## src/rtl/px_paint_pkg.sv

```systemverilog
// Shared types and helpers for the cursor painter: FSM states, direction priority, sizing and addressing.
// Latency: n/a (package, no logic).
// Backpressure: n/a.
package px_paint_pkg;

  // Controller states.
  typedef enum logic [1:0] {
    IDLE  = 2'd0,
    PAINT = 2'd1,
    CLEAR = 2'd2
  } state_e;

  // Resolved cursor move for one tick.
  typedef enum logic [2:0] {
    DIR_NONE  = 3'd0,
    DIR_RIGHT = 3'd1,
    DIR_LEFT  = 3'd2,
    DIR_DOWN  = 3'd3,
    DIR_UP    = 3'd4
  } dir_e;

  // Bit positions inside a 4-bit direction request vector.
  localparam int unsigned DIR_BIT_RIGHT = 0;
  localparam int unsigned DIR_BIT_LEFT  = 1;
  localparam int unsigned DIR_BIT_DOWN  = 2;
  localparam int unsigned DIR_BIT_UP    = 3;

  // Fixed priority among simultaneous requests: right, left, down, up.
  function automatic dir_e px_pick_dir(input logic [3:0] req);
    if (req[DIR_BIT_RIGHT]) return DIR_RIGHT;
    if (req[DIR_BIT_LEFT])  return DIR_LEFT;
    if (req[DIR_BIT_DOWN])  return DIR_DOWN;
    if (req[DIR_BIT_UP])    return DIR_UP;
    return DIR_NONE;
  endfunction

  // Ceiling log2, never less than 1 so that vectors sized with it stay legal.
  function automatic int unsigned px_clog2(input int unsigned n);
    int unsigned r;
    r = 1;
    while ((64'(1) << r) < 64'(n)) r = r + 1;
    return r;
  endfunction

  // Row-major framebuffer address.
  function automatic int unsigned px_lin_addr(input int unsigned x,
                                              input int unsigned y,
                                              input int unsigned cols);
    return y * cols + x;
  endfunction

endpackage

```

## src/rtl/px_tick_gen.sv

```systemverilog
// Free-running divider producing a one-clk tick every TICK_DIV clocks.
// Latency: first tick TICK_DIV clocks after reset release, then periodic.
// Backpressure: none; the tick is a pure timebase.
// Ports: clk_i clock, rst_ni async active-low reset, tick_o one-clk pulse.
module px_tick_gen
  import px_paint_pkg::*;
#(
  parameter int unsigned TICK_DIV = 10714286
) (
  input  logic clk_i,
  input  logic rst_ni,
  output logic tick_o
);

  localparam int unsigned   CW   = px_clog2(TICK_DIV);
  localparam logic [CW-1:0] LAST = CW'(TICK_DIV - 1);

  logic [CW-1:0] cnt_q, cnt_d;

  assign tick_o = (cnt_q == LAST);
  assign cnt_d  = tick_o ? '0 : cnt_q + 1'b1;

  always_ff @(posedge clk_i or negedge rst_ni) begin
    if (!rst_ni) cnt_q <= '0;
    else         cnt_q <= cnt_d;
  end

endmodule

```

## src/rtl/px_cursor_painter.sv

```systemverilog
// Cursor-driven painter for the VGA framebuffer: moves a 2-D cursor, paints one pixel, or sweeps a clear.
// Latency: cursor move and paint write 1 clk after the tick; clear sweep takes COLS*ROWS clks.
// Backpressure: none; buttons are ignored while busy (history still tracked so no stale edges fire).
// Ports: clk, rst (async active-low); btn_right/left/up/down, btn_paint, clr, switch[DW] inputs;
//        mem_px_addr[AW], mem_px_data[DW], px_wr framebuffer write port; cur_x, cur_y cursor; busy sweep flag.
// Build option: define PX_AUTO_REPEAT_EN to auto-repeat a held direction after REPEAT_TICKS ticks.
module px_cursor_painter
  import px_paint_pkg::*;
#(
  parameter int unsigned    AW           = 8,
  parameter int unsigned    DW           = 3,
  parameter int unsigned    COLS         = 16,
  parameter int unsigned    ROWS         = 12,
  parameter int unsigned    TICK_DIV     = 10714286,
  parameter logic [DW-1:0]  CLR_COLOR    = DW'(3'b111),
  parameter int unsigned    REPEAT_TICKS = 4,
  localparam int unsigned   XW           = px_clog2(COLS),
  localparam int unsigned   YW           = px_clog2(ROWS)
) (
  input  logic          clk,
  input  logic          rst,
  input  logic          btn_right,
  input  logic          btn_left,
  input  logic          btn_up,
  input  logic          btn_down,
  input  logic          btn_paint,
  input  logic          clr,
  input  logic [DW-1:0] switch,
  output logic [AW-1:0] mem_px_addr,
  output logic [DW-1:0] mem_px_data,
  output logic          px_wr,
  output logic [XW-1:0] cur_x,
  output logic [YW-1:0] cur_y,
  output logic          busy
);

  localparam int unsigned   NPIX      = COLS * ROWS;
  localparam logic [AW-1:0] LAST_ADDR = AW'(NPIX - 1);
  localparam logic [XW-1:0] X_MAX     = XW'(COLS - 1);
  localparam logic [YW-1:0] Y_MAX     = YW'(ROWS - 1);

  // Parameter sanity checks at elaboration.
  if ((64'(1) << AW) < 64'(NPIX)) begin : g_aw_check
    $error("px_cursor_painter: 2**AW is smaller than COLS*ROWS");
  end
  if (REPEAT_TICKS == 0) begin : g_rpt_check
    $error("px_cursor_painter: REPEAT_TICKS must be at least 1");
  end

  // ---------------------------------------------------------------------------
  // Timebase
  // ---------------------------------------------------------------------------
  logic tick;

  px_tick_gen #(
    .TICK_DIV (TICK_DIV)
  ) u_tick (
    .clk_i  (clk),
    .rst_ni (rst),
    .tick_o (tick)
  );

  // ---------------------------------------------------------------------------
  // Button sampling and edge detection (history advances only on ticks)
  // ---------------------------------------------------------------------------
  logic [3:0] btn_now;
  logic [3:0] dir_hist_q;
  logic       paint_hist_q;
  logic [3:0] dir_edge;
  logic       paint_edge;
  logic [3:0] move_req;

  always_comb begin
    btn_now                = '0;
    btn_now[DIR_BIT_RIGHT] = btn_right;
    btn_now[DIR_BIT_LEFT]  = btn_left;
    btn_now[DIR_BIT_DOWN]  = btn_down;
    btn_now[DIR_BIT_UP]    = btn_up;
  end

  assign dir_edge   = btn_now & ~dir_hist_q;
  assign paint_edge = btn_paint & ~paint_hist_q;

  // History keeps updating during a sweep so a button held across the end
  // of the sweep does not look like a fresh press afterwards.
  always_ff @(posedge clk or negedge rst) begin
    if (!rst) begin
      dir_hist_q   <= '0;
      paint_hist_q <= 1'b0;
    end else if (tick) begin
      dir_hist_q   <= btn_now;
      paint_hist_q <= btn_paint;
    end
  end

`ifdef PX_AUTO_REPEAT_EN
  // Per-direction hold counter: set to 1 on the edge tick, saturates at
  // REPEAT_TICKS; once saturated every further held tick requests a move.
  localparam int unsigned   RW    = px_clog2(REPEAT_TICKS + 1);
  localparam logic [RW-1:0] R_MAX = RW'(REPEAT_TICKS);

  logic [3:0][RW-1:0] hold_q, hold_d;
  logic [3:0]         rpt_req;

  always_comb begin
    hold_d  = hold_q;
    rpt_req = '0;
    for (int i = 0; i < 4; i++) begin
      if (!btn_now[i]) begin
        hold_d[i] = '0;
      end else if (!dir_hist_q[i]) begin
        hold_d[i] = RW'(1);
      end else if (hold_q[i] == R_MAX) begin
        rpt_req[i] = 1'b1;
      end else begin
        hold_d[i] = hold_q[i] + 1'b1;
      end
    end
  end

  always_ff @(posedge clk or negedge rst) begin
    if (!rst)      hold_q <= '0;
    else if (tick) hold_q <= hold_d;
  end

  assign move_req = dir_edge | rpt_req;
`else
  assign move_req = dir_edge;
`endif

  // ---------------------------------------------------------------------------
  // Controller FSM
  // ---------------------------------------------------------------------------
  state_e        state_q, state_d;
  logic [XW-1:0] x_q, x_d;
  logic [YW-1:0] y_q, y_d;
  logic [AW-1:0] addr_q, addr_d;
  logic [DW-1:0] data_q, data_d;

  logic [YW-1:0] y_inc, y_dec;
  dir_e          move_dir;

  assign y_inc    = (y_q == Y_MAX) ? '0 : y_q + 1'b1;
  assign y_dec    = (y_q == '0) ? Y_MAX : y_q - 1'b1;
  assign move_dir = px_pick_dir(move_req);

  always_comb begin
    state_d = state_q;
    x_d     = x_q;
    y_d     = y_q;
    addr_d  = addr_q;
    data_d  = data_q;

    case (state_q)
      IDLE: begin
        if (tick) begin
          if (clr) begin
            state_d = CLEAR;
            addr_d  = '0;
            data_d  = CLR_COLOR;
          end else if (paint_edge) begin
            state_d = PAINT;
            addr_d  = AW'(px_lin_addr(32'(x_q), 32'(y_q), COLS));
            data_d  = switch;
          end else begin
            case (move_dir)
              // Horizontal moves wrap into the adjacent row.
              DIR_RIGHT: begin
                if (x_q == X_MAX) begin
                  x_d = '0;
                  y_d = y_inc;
                end else begin
                  x_d = x_q + 1'b1;
                end
              end
              DIR_LEFT: begin
                if (x_q == '0) begin
                  x_d = X_MAX;
                  y_d = y_dec;
                end else begin
                  x_d = x_q - 1'b1;
                end
              end
              DIR_DOWN: y_d = y_inc;
              DIR_UP:   y_d = y_dec;
              default:  ;
            endcase
          end
        end
      end

      PAINT: state_d = IDLE;

      CLEAR: begin
        if (addr_q == LAST_ADDR) begin
          state_d = IDLE;
          x_d     = '0;
          y_d     = '0;
        end else begin
          addr_d = addr_q + 1'b1;
        end
      end

      default: state_d = IDLE;
    endcase
  end

  always_ff @(posedge clk or negedge rst) begin
    if (!rst) begin
      state_q <= IDLE;
      x_q     <= '0;
      y_q     <= '0;
      addr_q  <= '0;
      data_q  <= '0;
    end else begin
      state_q <= state_d;
      x_q     <= x_d;
      y_q     <= y_d;
      addr_q  <= addr_d;
      data_q  <= data_d;
    end
  end

  // Write strobe is a pure state decode, so reset drops it immediately.
  assign px_wr       = (state_q != IDLE);
  assign busy        = (state_q == CLEAR);
  assign mem_px_addr = addr_q;
  assign mem_px_data = data_q;
  assign cur_x       = x_q;
  assign cur_y       = y_q;

endmodule

```

## config.mk

```make
export PLATFORM = sky130hd
export DESIGN_NAME = px_cursor_painter
export DESIGN_NICKNAME = d
export VERILOG_FILES = /design/src/rtl/px_paint_pkg.sv /design/src/rtl/px_tick_gen.sv /design/src/rtl/px_cursor_painter.sv
export SDC_FILE = /design/constraint.sdc
export NUM_CORES = 1
export LEC_CHECK = 0
export ABC_CLOCK_PERIOD_IN_PS = 7300
export CAP_MARGIN = 25
export CORE_ASPECT_RATIO = 1.5
export CORE_MARGIN = 4
export CORE_UTILIZATION = 55
export DETAILED_ROUTE_END_ITERATION = 6
export GPL_TIMING_DRIVEN = 0
export PLACE_DENSITY_LB_ADDON = 0.12
export SLEW_MARGIN = 20
export SYNTH_ARGS = -nofsm -noshare
export SYNTH_HDL_FRONTEND = slang
export SYNTH_HIERARCHICAL = 1
export SYNTH_SLANG_ARGS = --single-unit
```

## constraint.sdc

```tcl
create_clock -name clk -period 7.3 [get_ports clk]
set_clock_uncertainty 0.1 [all_clocks]
set_input_delay 0.73 -clock clk [delete_from_list [all_inputs] [get_ports clk]]
set_output_delay 0.73 -clock clk [all_outputs]
set_load 0.02 [all_outputs]
```

==> summary.md, run 1 <==
| Metric | Value |
|---|---|
| Number of diodes | `0` |
| CTS sink cnt | `50` |
| Fraction of layout cells with a size suffix above 1 | `8.81%` |
| Root buffer cell | `clkbuf_8` |
| Final critical-path share of the clock period | `a little under half` |
| Library cells used by synthesis | `56` |
| Crit path launch | `u_tick/cnt_q[11]$_DFF_PN0_` |
| R2R Path End | `mem_px_addr[4]$_DFFE_PN0P_` |
| Die Width | `67.3 microns` |
| Max_cap viols | `0` |
| Primary FF master, synth | `dfrtp_1` |
| Dpl hpwl | `5130 microns` |
| Max Fclk | `288 MHz` |
| Post-cts sizing count | `0` |
| Outcome | `complete, no violations` |
| Min Clock Period, post-route | `3.47 ns` |
| Slowest-stage cell, CP | `nor3_2` |
| Lkg Pwr | `roughly 1.4 nW` |
| Vias/cell | `6.10` |
| Cells after Synth | `314` |
| RSZ-0062 raised after global routing | `no` |
| RePlAce Congestion | `0.850` |
| Worst-path clk slew | `0.09 ns` |
| Remaining Overflow, GRT | `0` |
| Worst-Margin Slew | `0.558 ns` |
| R2R depth | `11` |
| Ys Warns | `6` |
| Post-synth EDFFs | `0` |
| Worst skew pair latency | `0.30 ns` |
| Rows | `32` |
| CTS Buf Count | `5` |
| Flop2flop setup slack | `between 3 and 4 ns` |
| Kind of start point of the critical path | `register` |
| FF+latch count, synth | `50` |
| Count leader, synth | `dfrtp_1` |
| 1st-iter DRT viols | `around 190` |
| Antenna Nets Post-Route | `0` |
| Clk buf depth | `2` |
| Wire length per cell | `16.0 microns` |
| Power, Total | `0.925 mW` |
| Initial antenna violation count | `0` |
| Ports | `32` |
| CTS tree | `built` |
| Routed WL | `a little under 7000 microns` |
| Sequential area share after synthesis | `43.1%` |
| Slew HR | `62.6%` |
| Mapped Area | `2900 sq um` |
| Nature of the critical path endpoint | `register` |
| Die footprint | `around 6500 sq um` |
| Routed via count | `2563` |
| Fraction of registers with async set/reset | `100%` |
| Global Route Usage Sum | `22.6%` |
| CP required | `7.42 ns` |
| Pwr dens | `274 nW/um^2` |
| Cell mode on critical path | `a21oi_1` |
| Worst min path class | `input pin to async pin` |
| Final setup viols | `0` |
| DRC errors left | `0` |
| Leading area contributor after synthesis | `dfrtp_1` |
| Max-slew violation count | `0` |
| Endpoints failing hold | `0` |
| Die Y | `97.0 microns` |
| Mean Syn Cell Area | `approximately 9 sq um` |
| Crit path arrival time | `3.59 ns` |
| Wire length of the first global-routing pass | `11700 microns` |
| Initial Util | `56.7%` |
| Pin count of the biggest net entering global routing | `31` |
| Post-synth top area share | `43.1%` |
| Vias in the first global route | `2567` |
| Hold_buf cts | `0` |
| Synth top cells by count | `dfrtp_1, nor2_1, a21oi_1` |
| Worst VDD drop | `0.121 mV` |
| CP bufs+invs | `3` |
| Post CTS Setup Buffer Count | `0` |
| 1st-pass router iterations | `5` |
| FF-to-FF Start | `u_tick/cnt_q[11]$_DFF_PN0_` |
| Area contributors post-synth | `dfrtp_1, xnor2_1, a21oi_1` |
| IO buf count | `30` |
| Fin nets | `370` |
| Fin Setup TNS | `0 ns` |
| Top delay family on crit path | `simple AND/OR/NAND/NOR gates` |
| CP max stage delay | `0.53 ns` |
| H-tree depth | `2` |
| Critical path cell sequence | `nand4_1 > or2_2 > clkbuf_1 > nor3_2 > buf_2 > buf_2 > nor2b_1 > o21ai_0 > a21oi_1 > a21oi_1 > a21oi_1` |
| End point of the critical path | `mem_px_addr[4]$_DFFE_PN0P_` |
| Critical path fanouts, max | `10` |
| CP Class | `register to register` |
| Syn Nets | `332` |
| Synth-to-Final Area Change | `16.4%` |
| Critical path depth | `11` |
| Placeable Area | `5120 sq um` |
layout make-up:
| class | count | area, sq um |
|---|---|---|
| Tap cell | 68 | 85.1 |
| Inverter | 16 | 60.1 |
| Timing Repair Buffer | 31 | 315 |
| Buffer | 9 | 38.8 |
| Sequential cell | 50 | 1250 |
| Clock buffer | 7 | 76.3 |
| Fill cell | 468 | 1740 |
| Multi-Input combinational cell | 239 | 1550 |
where the power goes:
part | internal [mW] | switching, mW | leakage [nW]
clock | 0.0663 | 0.0871 | 0.0383
combinational | 0.169 | 0.218 | 0.705
sequential | 0.315 | 0.0692 | 0.663
total | 0.551 | 0.374 | 1.41
cell usage in the layout, fill, tap and decap left out, types with 5 or more instances in the layout:
cell type / Yosys / layout
clkbuf_8: 0 / 5
inv_1: 14 / 14
o21ai_0: 15 / 15
clkdlybuf4s50_1: 0 / 29
ha_1: 7 / 7
nand3_1: 20 / 20
mux2_2: 5 / 5
nor4_1: 8 / 8
nor3_1: 6 / 6
o22ai_1: 5 / 5
clkbuf_1: 5 / 7
nor2b_1: 5 / 5
nor2_1: 28 / 28
dfrtp_1: 50 / 50
xnor2_1: 15 / 15
and3_1: 6 / 6
a21oi_1: 26 / 26
nand4_1: 5 / 5
or3_1: 7 / 7
xor2_1: 5 / 5
nand2_1: 19 / 19
registers in the layout (all words and copies together), names as in the netlist:
| register | flops |
|---|---|
| cur_x | 4 |
| cur_y | 4 |
| dir_hist_q | 4 |
| mem_px_addr | 8 |
| mem_px_data | 3 |
| paint_hist_q | 1 |
| state_q | 2 |
| u_tick/cnt_q | 24 |
kinds of logic after synthesis:
family                     Yosys count  share of synthesized area, %
muxes                                9                          3.32
xor gates and xnor gates            20                          6.03
DFF                                 50                          43.1
and+or+nand+nor                    130                          25.2
AOI/OAI and AO/OA                   73                          15.9
buffers and inverters               25                          3.40
adders and majority gates            7                          3.02
per-stage QoR:
step                      std cells  hold WS (ns)  area [sq um]  util (%)  setup WS (ns)
final                           420         0.298          3380      66.0           3.83
after global routing            420         0.315          3380      66.0           3.49
after CTS                       420         0.297          3380      66.0           3.82
after detailed placement        413         0.393          3300      64.5           3.83
after global placement          412         0.391          3290      64.2           3.91
after floorplan                 314         0.334          2900         -           4.51
worst min path at each step:
stage,from,to,depth (start not counted)
global placement,dir_hist_q[3]$_DFFE_PN0P_,dir_hist_q[3]$_DFFE_PN0P_,1
floorplan,rst,cur_x[0]$_DFFE_PN0P_,0
CTS,rst,mem_px_addr[5]$_DFFE_PN0P_,1
detailed placement,u_tick/cnt_q[20]$_DFF_PN0_,u_tick/cnt_q[20]$_DFF_PN0_,1
global route,rst,mem_px_addr[5]$_DFFE_PN0P_,1
finish,rst,mem_px_addr[5]$_DFFE_PN0P_,1
layer usage:
metal  share of wire, %  vias to the layer above  GRT usage (%)
met5                  0                        -              0
met4                3.9                        0           11.6
met3                3.7                       24           3.37
met2                 55                       75           40.0
met1                 38                     1249           25.0
li1                   -                     1215              -
No activity file was read; power rests on OpenSTA's default activity.
==> inputs of run 2 (changes only) <==
Settings changed: ABC_CLOCK_PERIOD_IN_PS 7300 to 2800, CORE_UTILIZATION 55 to 51.
Clock period 7.3 ns to 2.8 ns, I/O delays scaled along.
==> summary.md, run 2 (synthesis results as in run 1) <==
| Metric | Value |
|---|---|
| RePlAce Congestion | `0.861` |
| Flop2flop setup slack | `~0.18 ns` |
| Die Width | `69.6 microns` |
| Number of diodes | `0` |
| Place WS | `-0.665 ns` |
| Root buffer cell | `clkbuf_8` |
| Worst-path clk slew | `0.09 ns` |
| Hold Path Sink | `state_q[0]$_DFFE_PN0P_` |
| Wire length per cell | `15.7 microns` |
| 1st-iter DRT viols | `115` |
| Min Clock Period, post-route | `around 2.6 ns` |
| Lkg Pwr | `around 1.4 nW` |
| IO buf count | `30` |
| Slew HR | `58.5%` |
| HP Start | `clr` |
| Worst-Margin Slew | `approximately 0.62 ns` |
| CP Class | `register to output pin` |
| R2R depth | `10` |
| Endpoints failing hold | `0` |
| CTS tree | `built` |
| Rows | `33` |
| Vias/cell | `5.97` |
| DRC errors left | `0` |
| Wire length of the first global-routing pass | `11000 microns` |
| Critical path fanouts, max | `10` |
| FF-to-FF Start | `u_tick/cnt_q[10]$_DFF_PN0_` |
| Routed via count | `2532` |
| Largest register FFs | `24` |
| RSZ-0062 raised after global routing | `no` |
| Max-slew violation count | `0` |
| Worst VDD drop | `about 0.4 mV` |
| Max_cap viols | `0` |
| Fillcell total | `490` |
| Final setup viols | `0` |
| Antenna Nets Post-Route | `0` |
| Vias in the first global route | `~2400` |
| Routed WL | `roughly 6700 microns` |
| Die Y | `100 microns` |
| Final critical-path share of the clock period | `93.8%` |
| Max Fclk | `381 MHz` |
| Nature of the critical path endpoint | `output pin` |
| Pin count of the biggest net entering global routing | `approximately 50` |
| Worst skew pair latency | `0.31 ns` |
| Multi-input gate area | `roughly 1600 sq um` |
| Post-Route Utilization | `about 63%` |
| Initial Util | `52.9%` |
| Remaining Overflow, GRT | `0` |
| Outcome | `complete, no violations` |
| Most frequent cells in the layout | `dfrtp_1, clkdlybuf4s50_1, nor2_1, a21oi_1, nand3_1` |
| Synth-to-Final Area Change | `18.5%` |
| Dpl hpwl | `4920 microns` |
| Crit path arrival time | `around 2.3 ns` |
| Ports | `32` |
| Clk buf depth | `2` |
| Biggest register | `u_tick/cnt_q` |
| Worst min path class | `input pin to register` |
| R2R Path End | `cur_x[2]$_DFFE_PN0P_` |
| Placeable Area | `5490 sq um` |
| Initial antenna violation count | `0` |
| Fin Setup TNS | `0 ns` |
| Pwr dens | `731 nW/um^2` |
| CTS sink cnt | `50` |
| Power, Total | `2.51 mW` |
| Die footprint | `6990 sq um` |
| Global Route Usage Sum | `~20%` |
| Kind of start point of the critical path | `register` |
| Worst hold stages | `2` |
| Final worst slack | `~0.17 ns` |
| H-tree depth | `2` |
| Fin nets | `between 300 and 400` |
| 1st-pass router iterations | `4` |
| Register area | `1250 sq um` |
| Commonest non-fill, non-tap cell in the layout | `dfrtp_1` |
| Fraction of layout cells with a size suffix above 1 | `9.60%` |
| CTS Buf Count | `5` |
| CP required | `2.42 ns` |
-- run 2: worst max-delay path, stage by stage (launching register included) --
cell	delay, ns
dfrtp_1	0.46
inv_2	0.16
nand2_2	0.09
inv_2	0.12
clkbuf_1	0.42
clkdlybuf4s50_1	0.70
-- run 2: worst max-delay path by stage --
stage	to	start
after floorplan	cur_x[2]$_DFFE_PN0P_	u_tick/cnt_q[11]$_DFF_PN0_
after CTS	cur_x[2]$_DFFE_PN0P_	u_tick/cnt_q[1]$_DFF_PN0_
final	busy	state_q[0]$_DFFE_PN0P_
after detailed placement	mem_px_addr[4]$_DFFE_PN0P_	u_tick/cnt_q[11]$_DFF_PN0_
after global routing	cur_x[2]$_DFFE_PN0P_	u_tick/cnt_q[1]$_DFF_PN0_
after global placement	mem_px_addr[4]$_DFFE_PN0P_	u_tick/cnt_q[11]$_DFF_PN0_
-- run 2: power breakdown --
group | switching (mW) | total, mW | internal, mW | leakage (nW)
clock | 0.239 | 0.507 | 0.268 | 0.0524
combinational | 0.560 | 1.01 | 0.448 | 0.724
sequential | 0.178 | 0.999 | 0.822 | 0.663
total | 0.977 | 2.51 | 1.54 | 1.44
-- run 2: area by class of cell --
cell class,instances,area share (%)
timing repair buffer,33,9.38
sequential,50,36.4
tap,70,2.55
multi-input combinational,239,45.7
clock buffer,7,2.22
clock inverter,1,0.873
inverter,16,1.75
buffer,8,1.16
-- run 2: stage by stage --
step / area, sq um / hold WS [ns] / std cells
after floorplan: 2900 / -0.116 / 314
after global placement: 3290 / 0.389 / 414
after detailed placement: 3290 / 0.246 / 414
after CTS: 3440 / 0.135 / 425
after global routing: 3440 / 0.140 / 424
final: 3440 / 0.145 / 424
-- run 2: per-layer routing --
metal	vias up	part of all wire [%]	track usage [%]
met5	-	0	0
met4	0	3.8	10.6
met3	20	3.2	2.91
met2	63	55	37.3
met1	1225	39	20.5
li1	1224	-	-
-- run 2: what timing repair did --
action                                  4_1_cts  5_1_grt
pin swaps                                     2        2
hold buffers                                  1        0
endpoints found under the setup margin       20       13
resized for setup                             7        1
hold endpoints to repair                     50        0
setup buffers                                 2        0
==> inputs of run 3 (changes only) <==
Settings changed: SYNTH_HIERARCHICAL 1 to unset.
==> summary.md, run 3 <==
| Metric | Value |
|---|---|
| Worst skew pair latency | `0.30 ns` |
| CTS Buf Count | `5` |
| Cells after Synth | `301` |
| Nature of the critical path endpoint | `register` |
| Post-Layout Cell Count | `around 410` |
| Number of diodes | `0` |
| Pin count of the biggest net entering global routing | `51` |
| Internal Dissipation | `about 1.0 mW` |
| Sequential area share after synthesis | `approximately 45%` |
| Fraction of registers with async set/reset | `100%` |
| Met2 routed wirelength | `between 3000 and 4000 microns` |
| Largest register FFs | `24` |
| Synth-to-Final Area Change | `18.0%` |
| Rows | `32` |
| Max_cap viols | `0` |
| Top Metal Used | `met4` |
| Critical path cell sequence | `nor4b_1 > nand4_4 > nor4_4 > o21ai_1 > or4_1 > o21ai_1` |
| R2R depth | `6` |
| Post-Route Utilization | `63.2%` |
| Die footprint | `6740 sq um` |
| CTS tree | `built` |
| Cell mode on critical path | `o21ai_1` |
| Switch Pwr | `0.388 mW` |
| Initial antenna violation count | `0` |
| Worst-path clk slew | `0.08 ns` |
| H-tree depth | `2` |
| Crit path arrival time | `between 2 and 3 ns` |
| 1st-iter DRT viols | `~130` |
| Vias in the first global route | `2257` |
| Design Area, Final | `3290 sq um` |
| CP max stage delay | `around 0.56 ns` |
| RSZ-0062 raised after global routing | `no` |
| Power, Total | `1.43 mW` |
| Wire length of the first global-routing pass | `between 10000 and 15000 microns` |
| Place WS | `0.0353 ns` |
| Clk pwr share | `30.8%` |
| Slowest-stage cell, CP | `nor4b_1` |
| Slew HR | `57.7%` |
| Leading area contributor after synthesis | `dfrtp_1` |
| Max-slew violation count | `0` |
| Final hold slack | `~0.38 ns` |
| CP Class | `register to register` |
| Critical path fanouts, max | `6` |
| Worst VDD drop | `between 0.2 and 0.3 mV` |
| Mean Syn Cell Area | `9.26 sq um` |
| Mapped Area | `2790 sq um` |
| Initial Util | `53.6%` |
| Worst-Margin Slew | `0.634 ns` |
| Ys Warns | `0` |
| Post-place instance area | `3180 sq um` |
| FF+latch count, synth | `50` |
| Dpl hpwl | `4510 microns` |
| M1 WL | `2390 microns` |
| CP required | `2.92 ns` |
| Ports | `32` |
| 1st-pass router iterations | `4` |
| Root buffer cell | `clkbuf_8` |
| Remaining Overflow, GRT | `0` |
| Commonest non-fill, non-tap cell in the layout | `dfrtp_1` |
| Placeable Area | `5200 sq um` |
| Final worst slack | `0.169 ns` |
| Post-synth EDFFs | `0` |
| Lkg Pwr | `1.44 nW` |
| Final setup viols | `0` |
| Global Route Usage Sum | `20.0%` |
| Sequential Power Share | `around 54%` |
| Comb pwr share | `15.0%` |
| Pwr dens | `433 nW/um^2` |
| Most frequent cells in the layout | `dfrtp_1, nor2_1, clkdlybuf4s50_1, nand2_1, a21oi_1` |
| Fin Setup TNS | `0 ns` |
| Area contributors post-synth | `dfrtp_1, nor2_1, xnor2_1` |
| Max Fclk | `380 MHz` |
| Library cells used by synthesis | `51` |
| Routed WL | `6050 microns` |
| Die Width | `68.4 microns` |
| Min Clock Period, post-route | `2.63 ns` |
| Worst min path class | `register to register` |
| Count leader, synth | `dfrtp_1` |
| CTS sink cnt | `50` |
| Outcome | `complete, no violations` |
| Kind of start point of the critical path | `register` |
| Vias/cell | `between 5 and 6` |
| Endpoints failing hold | `0` |
| Inst Count DP | `400` |
| Post-synth top area share | `between 40 and 50%` |
| Fraction of layout cells with a size suffix above 1 | `8.21%` |
| Die Y | `between 90 and 100 microns` |
| Net Sw Frac | `27.2%` |
| RePlAce Congestion | `0.845` |
| Biggest register | `u_tick.cnt_q` |
| Synth top cells by count | `dfrtp_1, nor2_1, nand2_1` |
| Routed via count | `2278` |
| Final critical-path share of the clock period | `a little over nine tenths` |
| DRC errors left | `0` |
| Wire length on met3 | `221 microns` |
| Worst hold stages | `1` |
| Syn Nets | `about 320` |
| Antenna Nets Post-Route | `0` |
| Fin nets | `358` |
| Primary FF master, synth | `dfrtp_1` |
| Clk buf depth | `2` |
| Wire length per cell | `14.8 microns` |
| IO buf count | `31` |
run 3: changes by cell type in the layout (fill, tap and decap cells not counted), moves of 5 or more:
cell     change
a21oi_1      -5
or3_1        -6
nor4_1       -7
nand3_1      -7
xor2_1       +5
nand2_1      +5
nor2_1      +11
nor3_1       +6
run 3: worst paths after layout:
| path | startpoint | to | slack [ns] |
|---|---|---|---|
| hold / removal | u_tick.cnt_q[23]$_DFF_PN0_ | u_tick.cnt_q[23]$_DFF_PN0_ | 0.38 |
| min in group asynchronous | rst | cur_y[2]$_DFFE_PN0P_ | 0.42 |
| setup reg to reg | u_tick.cnt_q[15]$_DFF_PN0_ | cur_x[2]$_DFFE_PN0P_ | 0.17 |
| max in group asynchronous | rst | mem_px_data[1]$_DFFE_PN0P_ | 1.74 |
| hold reg to reg | u_tick.cnt_q[23]$_DFF_PN0_ | u_tick.cnt_q[23]$_DFF_PN0_ | 0.38 |
| setup / recovery | u_tick.cnt_q[15]$_DFF_PN0_ | cur_x[2]$_DFFE_PN0P_ | 0.17 |
run 3: layout make-up:
| cell class | instances | area, sq um |
|---|---|---|
| fillers | 449 | 1910 |
| inverters | 14 | 52.6 |
| clock inverters | 1 | 5.00 |
| clock buffers | 7 | 86.3 |
| plain buffers | 9 | 46.3 |
| well taps | 68 | 85.1 |
| flip-flops and latches | 50 | 1250 |
| multi-input cells | 228 | 1450 |
| repair buffers | 32 | 318 |
run 3: power groups by stage:
stage / sequential [mW] / clock (mW) / combinational, mW
floorplan: 0.810 / 0 / 0.0872
global placement: 0.787 / 0 / 0.212
detailed placement: 0.788 / 0 / 0.215
CTS: 0.773 / 0.453 / 0.217
global route: 0.778 / 0.480 / 0.240
finish: 0.773 / 0.439 / 0.214
run 3: routing by layer:
metal,up-vias,global-route usage (%)
met2,49,36.0
met1,1089,22.5
met3,11,3.42
met5,-,0
li1,1129,-
met4,0,7.50
run 3: kinds of logic after synthesis:
| kind of cell | count (synthesis) | synth area share [%] |
|---|---|---|
| xor gates and xnor gates | 22 | 6.91 |
| AOI/OAI and AO/OA | 62 | 13.2 |
| and+or+nand+nor | 128 | 24.9 |
| muxes | 9 | 3.46 |
| buffers and inverters | 23 | 3.46 |
| adders and majority gates | 7 | 3.14 |
| DFF | 50 | 44.9 |
run 3: critical path: cells and delay by family, from the launching register on:
kind | cells | cell delay, ns
flops | 1 | 0.43
compound gates | 2 | 0.34
simple gates | 4 | 1.67
run 3: what timing repair did:
| item | 4_1_cts | 5_1_grt |
|---|---|---|
| endpoints found under the hold margin | 50 | 0 |
| setup endpoints to repair | 0 | 12 |
| hold buffers | 1 | 0 |
| buffers inserted | 0 | 0 |
| resized for setup | 0 | 4 |
